===== config.mk =====
export PLATFORM = sky130hd
export DESIGN_NAME = xf100_ifu_ir_fifo
export DESIGN_NICKNAME = d
export VERILOG_FILES = /design/src/rtl/xf100_ifu_ir_fifo.sv
export SDC_FILE = /design/constraint.sdc
export NUM_CORES = 1
export LEC_CHECK = 0
export CORE_MARGIN = 1
export CORE_UTILIZATION = 35
export DETAILED_ROUTE_END_ITERATION = 7
export PLACE_DENSITY = 0.7
export SLEW_MARGIN = 20
export SYNTH_ARGS = -nofsm -noshare
export SYNTH_HDL_FRONTEND = slang
export SYNTH_SLANG_ARGS = --single-unit

===== constraint.sdc =====
create_clock -name clk -period 9.3 [get_ports clk]
set_clock_uncertainty 0.2 [all_clocks]
set_input_delay 0.93 -clock clk [delete_from_list [all_inputs] [get_ports clk]]
set_output_delay 0.93 -clock clk [all_outputs]
set_load 0.02 [all_outputs]

===== src/rtl/xf100_ifu_ir_fifo.sv =====
// xf100_ifu_ir_fifo: instruction buffer between fetch and decode, DEPTH 2 or 4 entries.
// Optional zero-latency fetch-to-decode bypass when XF100_IR_BYPASS_EN is defined.
`ifndef XF100_INSTR_SIZE
`define XF100_INSTR_SIZE 32
`endif
`ifndef XF100_XLEN
`define XF100_XLEN 32
`endif

module xf100_ifu_ir_fifo #(
    parameter int DEPTH = 2
) (
    input  logic                         clk,
    input  logic                         rst_n,
    input  logic                         ifu_i_valid,
    output logic                         ifu_o_ready,
    input  logic [`XF100_INSTR_SIZE-1:0] ifu_i_instr,
    input  logic [`XF100_XLEN-1:0]       ifu_i_pc,
    input  logic                         ifu_i_err,
    output logic                         ir_o_valid,
    input  logic                         ir_i_ready,
    output logic [`XF100_INSTR_SIZE-1:0] ir_o_instr,
    output logic [`XF100_XLEN-1:0]       ir_o_pc,
    output logic                         ir_o_err,
    input  logic                         ir_i_flush,
    output logic [$clog2(DEPTH):0]       ir_o_count
);

    localparam int PTR_W = $clog2(DEPTH);
    localparam int CNT_W = PTR_W + 1;
    localparam int INS_W = `XF100_INSTR_SIZE;
    localparam int PC_W  = `XF100_XLEN;
    localparam int ENT_W = INS_W + PC_W + 1;
    localparam logic [INS_W-1:0] NOP_INSTR = INS_W'(32'h0000_0013);
    localparam logic [CNT_W-1:0] DEPTH_CNT = CNT_W'(DEPTH);

    logic [ENT_W-1:0] mem_r [DEPTH];
    logic [PTR_W-1:0] wr_ptr_r;
    logic [PTR_W-1:0] rd_ptr_r;
    logic [CNT_W-1:0] count_r;

    logic             not_full_s;
    logic             push_s;
    logic             pop_s;
    logic             bypass_s;
    logic             wr_en_s;
    logic             rd_adv_s;
    logic [ENT_W-1:0] head_s;
    logic [ENT_W-1:0] in_ent_s;

    assign ir_o_count = count_r;
    assign in_ent_s   = {ifu_i_instr, ifu_i_pc, ifu_i_err};

    // Handshake qualification, bypass selection and head presentation.
    always_comb begin
        not_full_s  = (count_r < DEPTH_CNT);
        // rst_n gating keeps ready low for the whole reset window, not just after an edge
        ifu_o_ready = rst_n & not_full_s & ~ir_i_flush;
        push_s      = ifu_i_valid & ifu_o_ready;
        head_s      = mem_r[rd_ptr_r];
`ifdef XF100_IR_BYPASS_EN
        bypass_s    = rst_n & (count_r == CNT_W'(0)) & ifu_i_valid & ~ir_i_flush;
        ir_o_valid  = (count_r != CNT_W'(0)) | bypass_s;
        if (bypass_s) begin
            ir_o_instr = ifu_i_instr;
            ir_o_pc    = ifu_i_pc;
            ir_o_err   = ifu_i_err;
        end else if (count_r != CNT_W'(0)) begin
            {ir_o_instr, ir_o_pc, ir_o_err} = head_s;
        end else begin
            ir_o_instr = NOP_INSTR;
            ir_o_pc    = PC_W'(0);
            ir_o_err   = 1'b0;
        end
`else
        bypass_s    = 1'b0;
        ir_o_valid  = (count_r != CNT_W'(0));
        if (ir_o_valid) begin
            {ir_o_instr, ir_o_pc, ir_o_err} = head_s;
        end else begin
            ir_o_instr = NOP_INSTR;
            ir_o_pc    = PC_W'(0);
            ir_o_err   = 1'b0;
        end
`endif
        pop_s    = ir_o_valid & ir_i_ready;
        // A bypassed word that decode takes immediately never touches storage
        wr_en_s  = push_s & ~(bypass_s & ir_i_ready);
        rd_adv_s = pop_s & ~bypass_s;
    end

    // Occupancy and pointer state; flush overrides any handshake in the same cycle.
    always_ff @(posedge clk or negedge rst_n) begin
        if (!rst_n) begin
            wr_ptr_r <= PTR_W'(0);
            rd_ptr_r <= PTR_W'(0);
            count_r  <= CNT_W'(0);
        end else if (ir_i_flush) begin
            wr_ptr_r <= PTR_W'(0);
            rd_ptr_r <= PTR_W'(0);
            count_r  <= CNT_W'(0);
        end else begin
            if (wr_en_s) begin
                wr_ptr_r <= wr_ptr_r + PTR_W'(1);
            end else begin
                wr_ptr_r <= wr_ptr_r;
            end
            if (rd_adv_s) begin
                rd_ptr_r <= rd_ptr_r + PTR_W'(1);
            end else begin
                rd_ptr_r <= rd_ptr_r;
            end
            case ({wr_en_s, rd_adv_s})
                2'b10:   count_r <= count_r + CNT_W'(1);
                2'b01:   count_r <= count_r - CNT_W'(1);
                default: count_r <= count_r;
            endcase
        end
    end

    // Entry payload storage; validity is carried entirely by count_r.
    always_ff @(posedge clk) begin
        if (wr_en_s) begin
            mem_r[wr_ptr_r] <= in_ent_s;
        end
    end

endmodule

==> results.cfg, run 1 <==
[setup_path]
cp-start-kind = flop
worstSetupPathType = reg -> out
reg2regPathDepth = 2
worst-endpoint-required_ns = 8.17
cp.arrival_ns = 2.79
end_kind = primary output
critical_path.max_fanout = 36

[sta]
finalSetupTns_ns = 0
tightest_slew_ns = 0.905
period_needed_ns = 3.92
whs_ns = 0.460
fmax_mhz = 255
rsz0062_at_grt = no
finalSetupViolations = 0
slew_violations = 0
fin_crit_sh_pct = 42.2
finalHoldViolations = 0
slew_headroom_pct = 39.7

[synthesis]
netlist_area_um2 = 5160
netlist_instances = 299
ys_ff_latch = 134
synth_top_cell_area_share_pct = 75.7
avgSynthCellArea_um2 = 17.3
synthTopCellsByArea = edfxtp_1 76%, mux2i_1 13%, nor2_1 4.7%
ys.warnings.count = 0
yosysTopAreaCell = edfxtp_1
ys_seq_area_share_pct = 77.6
synth_fp_nets = 369
synth.distinct_cells = 25

[job]
cap_violations = 0

[clock_tree]
cts_setup_buffers = 0
cts_sinks = 134
cts_resized = 0
cts-hold-fix-buffers = 0
cts_root_buf = clkbuf_16
cts_tree = yes
clk_pin_slew_worst_paths_ns = 0.06
h-tree-depth = 4
cts_buffer_depth = 2
cts_made_buffers = 17
clock_latency_ns = 0.41

[cells_and_area]
syn2layout_area_growth_pct = 42.6
antenna_cells = 0
fin_area_um2 = 7360
finalCoreUtilization_pct = 50.8
drive_gt1_share_pct = 9.17
area.sequential_um2 = 4010
fillCellCount = 1211
nets = 515
multiInputGateArea_um2 = 1030

[pwr]
p_switching_w = 0.000325
powerDensity_nw_per_um2 = 211
total_power_w = 0.00155
power.leakage_nw = 2.40
peakVddDrop_v = 0.000128
p_seq_share_pct = 44.2
swShare_pct = 20.9
power_frac_comb_pct = 8.9
intPower_w = 0.00123
p_clk_share_pct = 46.9

[detailed_routing]
wl_met1_um = 4160
drt_iter0_drc = 108
wirelength_um = 9810
dr.max_layer_used = met4
met2_length_um = 4720
antenna_left = 0
firstDrtPassIters = 6
wl_per_cell_um = 15.3
drc_errors = 0
avgViaCountPerCell = 4.62
dr_wl_met3_um = 708
vias = 2965

[worst_hold_path]
hold_path_class = reg -> reg
hold_path_depth = 2

[placement]
dpl.hpwl_um = 5990
gp_congestion = 0.724
place_area_um2 = 6680
port_buffers = 138

[die]
die_w_um = 123
rows = 44
die_area_um2 = 15200
initial_core_util_pct = 35.6
core-area_um2 = 14500
die_y_um = 123
ios = 139

[status]
status = finished clean

[grt]
grt_pass1_vias = 2964
grtUsageTotal_pct = 13.4
globalRouteOverflowTotal = 0
antenna_found_initial = 0
grt_max_degree = 67
grt_pass1_wl_um = 14700
## critical path, stage by stage (launching register included)
cell and delay, ns:
dfrtp_1 0.48, nor2_4 0.59, buf_4 0.48, inv_1 0.14, nand2_1 0.08, clkdlybuf4s50_1 0.59
## registers in the layout (all words and copies together), names as in the netlist
signal and cells:
wr_ptr_r 1, mem_r 130, rd_ptr_r 1, ir_o_count 2
## power groups by stage
stage | sequential [W] | combinational (W) | clock, W
2_1_floorplan | 0.000697 | 0.0000708 | 0
3_5_place_dp | 0.000705 | 0.000133 | 0
3_3_place_gp | 0.000704 | 0.000131 | 0
5_1_grt | 0.000688 | 0.000149 | 0.000772
6_report | 0.000686 | 0.000139 | 0.000728
4_1_cts | 0.000692 | 0.000134 | 0.000743
## routing by layer
| layer | GRT usage, % | vias to the layer above |
|---|---|---|
| met1 | 14.8 | 1430 |
| li1 | - | 1411 |
| met3 | 6.27 | 15 |
| met2 | 21.4 | 109 |
| met5 | 0 | - |
| met4 | 7.08 | 0 |
## cells by family (layout without fill, tap and decap cells)
kind of cell    Yosys count  in the layout  synth area share (%)
compound gates            6              6                 0.776
flops                   134            134                  77.6
simple gates             75             75                  5.99
mux                      65             65                  12.6
buf+inv                  17            176                  2.69
xor+xnor                  2              2                 0.340
## final cells by class
| cell class | count | area share, % |
|---|---|---|
| sequential | 134 | 54.5 |
| timing repair buffer | 142 | 19.5 |
| clock inverter | 15 | 3.08 |
| tap | 184 | 3.13 |
| multi-input combinational | 148 | 14.0 |
| clock buffer | 17 | 5.78 |
| inverter | 2 | 0.102 |
## metrics by stage
step / std cells / setup WS [ns]
after floorplan: 299 / 0.702
final: 642 / 5.38
after global placement: 609 / 5.78
after CTS: 641 / 5.30
after detailed placement: 609 / 5.73
after global routing: 642 / 5.13
## layout by cell type (no fill, tap or decap), drive strengths merged
cell,instances
clkinvlp,3
o21ai,2
nor2,65
nand4,1
clkinv,4
mux2i,65
and3b,1
bufinv,5
dfrtp,4
a21o,1
xor2,1
nor4b,1
a311oi,1
nor4,1
nor3b,1
inv,5
clkbuf,17
nand2,5
xnor2,1
buf,4
edfxtp,130
a21oi,2
clkdlybuf4s50,138
## synth_stat cells
library cell	n
buf_1	1
mux2i_1	65
nor3b_1	1
buf_4	2
nor4_1	1
edfxtp_1	130
a21oi_2	1
o21ai_1	1
a311oi_1	1
and3b_2	1
nor2_4	1
nor2_1	64
xor2_1	1
xnor2_1	1
nand2_1	5
inv_1	2
nand4_1	1
nor4b_1	1
a21o_1	1
buf_8	4
o21ai_0	1
buf_2	6
a21oi_1	1
dfrtp_1	4
buf_6	2
## path summary, 6_finish.rpt
path                               start            end  slack (ns)
setup / recovery           ir_o_count[0]  ir_o_instr[1]        5.38
hold / removal                  wr_ptr_r       wr_ptr_r        0.46
setup reg to reg           ir_o_count[1]   mem_r[0][15]        7.14
hold reg to reg                 wr_ptr_r       wr_ptr_r        0.46
max in group asynchronous          rst_n       rd_ptr_r        8.07
min in group asynchronous          rst_n  ir_o_count[1]        0.57
(Power assumes the default switching activity.)
==> run 2: changes to the inputs <==
==> constraint.sdc (replaced) <==
create_clock -name clk -period 3.9 [get_ports clk]
set_clock_uncertainty 0.2 [all_clocks]
set_input_delay 0.39 -clock clk [delete_from_list [all_inputs] [get_ports clk]]
set_output_delay 0.39 -clock clk [all_outputs]
set_load 0.02 [all_outputs]
==> results.cfg, run 2 (same netlist as run 1, synthesis figures left out) <==
[clock_tree]
cts_tree = yes
cts_made_buffers = 17
cts-hold-fix-buffers = 0
clock_latency_ns = 0.41
cts_root_buf = clkbuf_16
cts_sinks = 134
clk_pin_slew_worst_paths_ns = 0.06
cts_buffer_depth = 2
h-tree-depth = 4
cts_setup_buffers = 0
cts_resized = 0

[sta]
tightest_slew_ns = 0.553
fin_crit_sh_pct = 76.7
finalHoldViolations = 0
whs_ns = 0.0286
period_needed_ns = 2.99
finalSetupTns_ns = 0
slew_headroom_pct = 63.1
finalSetupViolations = 0
rsz0062_at_grt = no
fmax_mhz = 334
slew_violations = 0

[grt]
grt_max_degree = 37
grt_pass1_vias = 3115
globalRouteOverflowTotal = 0
grtUsageTotal_pct = 13.8
antenna_found_initial = 0
grt_pass1_wl_um = 15200

[placement]
dpl.hpwl_um = 6260
port_buffers = 138
place_area_um2 = 6740
gp_congestion = 0.675

[die]
rows = 44
ios = 139
die_y_um = 123
die_w_um = 123
core-area_um2 = 14500
initial_core_util_pct = 35.6
die_area_um2 = 15200

[pwr]
power_frac_comb_pct = 9.4
p_seq_share_pct = 46.3
swShare_pct = 21.1
p_clk_share_pct = 44.3
peakVddDrop_v = 0.000283
power.leakage_nw = 2.40
powerDensity_nw_per_um2 = 483
total_power_w = 0.00354
p_switching_w = 0.000747
intPower_w = 0.00279

[setup_path]
end_kind = primary output
cp-start-kind = flop
cp.arrival_ns = 2.40
critical_path.max_fanout = 36
worstSetupPathType = reg -> out
worst-endpoint-required_ns = 3.31

[detailed_routing]
avgViaCountPerCell = 4.57
drc_errors = 0
vias = 2946
dr_wl_met3_um = 632
met2_length_um = 4640
antenna_left = 0
wl_per_cell_um = 14.9
dr.max_layer_used = met4
wl_met1_um = 4190
firstDrtPassIters = 4
wirelength_um = 9640
drt_iter0_drc = 159

[job]
cap_violations = 0

[cells_and_area]
fin_area_um2 = 7330
largest_reg_flops = 130
finalCoreUtilization_pct = 50.6
antenna_cells = 0
syn2layout_area_growth_pct = 42.0
nets = 518
regMostFlops = mem_r
drive_gt1_share_pct = 9.54
fillCellCount = 1204
final_cell_mix = 138 x clkdlybuf4s50_1, 130 x edfxtp_1, 65 x mux2i_1
mostFrequentLayoutCell = clkdlybuf4s50_1

[worst_hold_path]
hold_path_class = in -> async

[status]
status = finished clean
## run 2: cell types whose count changed in the layout (fill, tap and decap cells not counted), moves of 2 or more
cell	previous run	this run
clkinv_2	2	7
clkinvlp_4	3	1
inv_6	3	1
bufinv_16	5	3
buf_4	3	6
## run 2: area by class of cell
class | instances | area (um^2) | share of cell area (%)
Clock buffer | 18 | 429 | 5.86
Clock inverter | 14 | 159 | 2.17
Inverter | 2 | 7.51 | 0.102
Multi-Input combinational cell | 148 | 1050 | 14.3
Sequential cell | 134 | 4010 | 54.7
Tap cell | 184 | 230 | 3.14
Timing Repair Buffer | 145 | 1450 | 19.7
## run 2: per-layer routing
| metal | up-vias | global-route usage [%] |
|---|---|---|
| met5 | - | 0 |
| met4 | 0 | 7.00 |
| met3 | 16 | 4.34 |
| met2 | 107 | 22.3 |
| met1 | 1405 | 16.5 |
| li1 | 1418 | - |
## run 2: power by group through the flow
stage / sequential (W) / clock, W / combinational, W
6_report: 0.00164 / 0.00157 / 0.000332
3_5_place_dp: 0.00167 / 0 / 0.000336
5_1_grt: 0.00164 / 0.00166 / 0.000357
3_3_place_gp: 0.00167 / 0 / 0.000331
2_1_floorplan: 0.00166 / 0 / 0.000171
4_1_cts: 0.00164 / 0.00161 / 0.000337
## run 2: path summary, 6_finish.rpt
| path | start | to | slack (ns) | cells after the start |
|---|---|---|---|---|
| setup / recovery | rd_ptr_r | ir_o_pc[10] | 0.91 | 4 |
| hold / removal | rst_n | ir_o_count[0] | 0.03 | 1 |
| setup reg to reg | ir_o_count[1] | mem_r[0][49] | 1.99 | 2 |
| hold reg to reg | wr_ptr_r | wr_ptr_r | 0.44 | 2 |
| max in group asynchronous | rst_n | rd_ptr_r | 3.22 | 1 |
| min in group clk | ifu_i_instr[3] | mem_r[0][36] | 0.36 | 1 |
## run 2: worst max-delay path: stages (launching register included)
cell             delay [ns]
dfrtp_4                0.77
buf_12                 0.34
mux2i_1                0.12
nor2_1                 0.13
clkdlybuf4s50_1        0.62
## run 2: stage by stage
stage,cells,setup slack [ns]
floorplan,299,0.471
global placement,613,1.30
detailed placement,613,1.25
CTS,645,0.821
global route,645,0.734
finish,645,0.908
==> run 3: changes to the inputs <==
--- a/config.mk
+++ b/config.mk
@@ -8,7 +8,7 @@
 export CORE_MARGIN = 1
 export CORE_UTILIZATION = 35
 export DETAILED_ROUTE_END_ITERATION = 7
-export PLACE_DENSITY = 0.7
+export PLACE_DENSITY = 0.72
 export SLEW_MARGIN = 20
 export SYNTH_ARGS = -nofsm -noshare
 export SYNTH_HDL_FRONTEND = slang
==> constraint.sdc (replaced) <==
create_clock -name clk -period 2.7 [get_ports clk]
set_clock_uncertainty 0.2 [all_clocks]
set_input_delay 0.27 -clock clk [delete_from_list [all_inputs] [get_ports clk]]
set_output_delay 0.27 -clock clk [all_outputs]
set_load 0.02 [all_outputs]
==> results.cfg, run 3 (same netlist as run 1, synthesis figures left out) <==
[status]
status = finished clean

[grt]
grt_pass1_vias = 3051
grtUsageTotal_pct = 13.7
globalRouteOverflowTotal = 0
antenna_found_initial = 0
grt_pass1_wl_um = 15000
grt_max_degree = 66

[clock_tree]
clk_pin_slew_worst_paths_ns = 0.06
h-tree-depth = 4
cts_buffer_depth = 2
cts_root_buf = clkbuf_16
cts_sinks = 134
clock_latency_ns = 0.41
cts_made_buffers = 17
cts_tree = yes

[setup_path]
worstSetupPathType = reg -> out
worst-endpoint-required_ns = 2.23
end_kind = primary output
cp-start-kind = flop
cp.arrival_ns = 2.14
critical_path.max_fanout = 32

[sta]
fin_crit_sh_pct = 96.8
finalSetupViolations = 0
rsz0062_at_grt = yes
finalSetupTns_ns = 0
tightest_slew_ns = 0.407
finalHoldViolations = 0
period_needed_ns = 2.61
fmax_mhz = 383
slew_headroom_pct = 72.8
layout_setup_ws_ns = 0.0858
slew_violations = 0

[die]
die_w_um = 123
initial_core_util_pct = 35.6
die_y_um = 123
rows = 44
ios = 139
core-area_um2 = 14500
die_area_um2 = 15200

[job]
cap_violations = 0

[cells_and_area]
antenna_cells = 0
largest_reg_flops = 130
syn2layout_area_growth_pct = 42.1
drive_gt1_share_pct = 9.48
nets = 521
final_cell_mix = 137 x clkdlybuf4s50_1, 130 x edfxtp_1, 65 x mux2i_1
fin_area_um2 = 7330
mostFrequentLayoutCell = clkdlybuf4s50_1
regMostFlops = mem_r

[pwr]
intPower_w = 0.00375
power_frac_comb_pct = 10.5
peakVddDrop_v = 0.000384
total_power_w = 0.00484
power.leakage_nw = 2.37
powerDensity_nw_per_um2 = 660
p_seq_share_pct = 48.6
swShare_pct = 22.7
p_clk_share_pct = 41.0
p_switching_w = 0.00110

[placement]
port_buffers = 138
gp_congestion = 0.703
place_area_um2 = 6790
dpl.hpwl_um = 6340
place_ws_ns = 0.393

[detailed_routing]
firstDrtPassIters = 4
wirelength_um = 9980
drc_errors = 0
antenna_left = 0
drt_iter0_drc = 164
wl_per_cell_um = 15.4
vias = 2980
avgViaCountPerCell = 4.60

[worst_hold_path]
hold_path_class = in -> reg
==> run 3: metrics by stage <==
stage	utilization, %	std cells	hold WS, ns
after floorplan	-	299	-0.226
after global placement	46.9	615	0.401
after detailed placement	46.9	615	0.416
after CTS	50.6	648	0.215
after global routing	50.6	648	0.230
final	50.6	648	0.234
==> run 3: worst paths after layout <==
kind / startpoint / end / slack [ns] / cells past startpoint
min in group asynchronous: rst_n / wr_ptr_r / 0.52 / 3
max reg2reg: ir_o_count[1] / mem_r[0][46] / 0.96 / 2
max: rd_ptr_r / ir_o_pc[28] / 0.09 / 4
max in group asynchronous: rst_n / rd_ptr_r / 1.65 / 3
min: ifu_i_pc[11] / mem_r[1][12] / 0.23 / 1
min reg2reg: wr_ptr_r / wr_ptr_r / 0.46 / 2
==> run 3: routing by layer <==
layer / part of all wire (%) / up-vias / routed length [um] / global-route usage (%)
li1: - / 1421 / - / -
met1: 42 / 1443 / 4170 / 15.6
met2: 51 / 102 / 5100 / 23.0
met3: 5.8 / 14 / 583 / 4.61
met4: 1.3 / 0 / 132 / 6.55
met5: 0 / - / 0 / 0
==> run 3: final cells by class <==
type / instances / area, um^2
Fill cell: 1221 / 7150
Inverter: 2 / 7.51
Sequential cell: 134 / 4010
Timing Repair Buffer: 148 / 1520
Multi-Input combinational cell: 148 / 1050
Clock buffer: 17 / 425
Clock inverter: 15 / 91.3
Tap cell: 184 / 230
==> run 3: worst max-delay path: stages (launching register included) <==
cell and delay [ns]:
dfrtp_4 0.43, buf_6 0.35, mux2i_1 0.13, nor2_1 0.16, clkdlybuf4s50_1 0.64
==> run 3: repair_timing <==
item                                    CTS  global route
hold buffers                              1             0
gates cloned                              0             0
gates resized for setup                   1             3
setup buffers                             0             0
hold endpoints to repair                  4             0
endpoints found under the setup margin   22            32
pin swaps                                 0             1
==> run 3: power groups by stage <==
stage | Sequential, W | Combinational, W | Clock, W
global placement | 0.00239 | 0.000501 | 0
floorplan | 0.00239 | 0.000247 | 0
finish | 0.00235 | 0.000507 | 0.00198
detailed placement | 0.00239 | 0.000509 | 0
CTS | 0.00235 | 0.000514 | 0.00203
global route | 0.00235 | 0.000544 | 0.00212
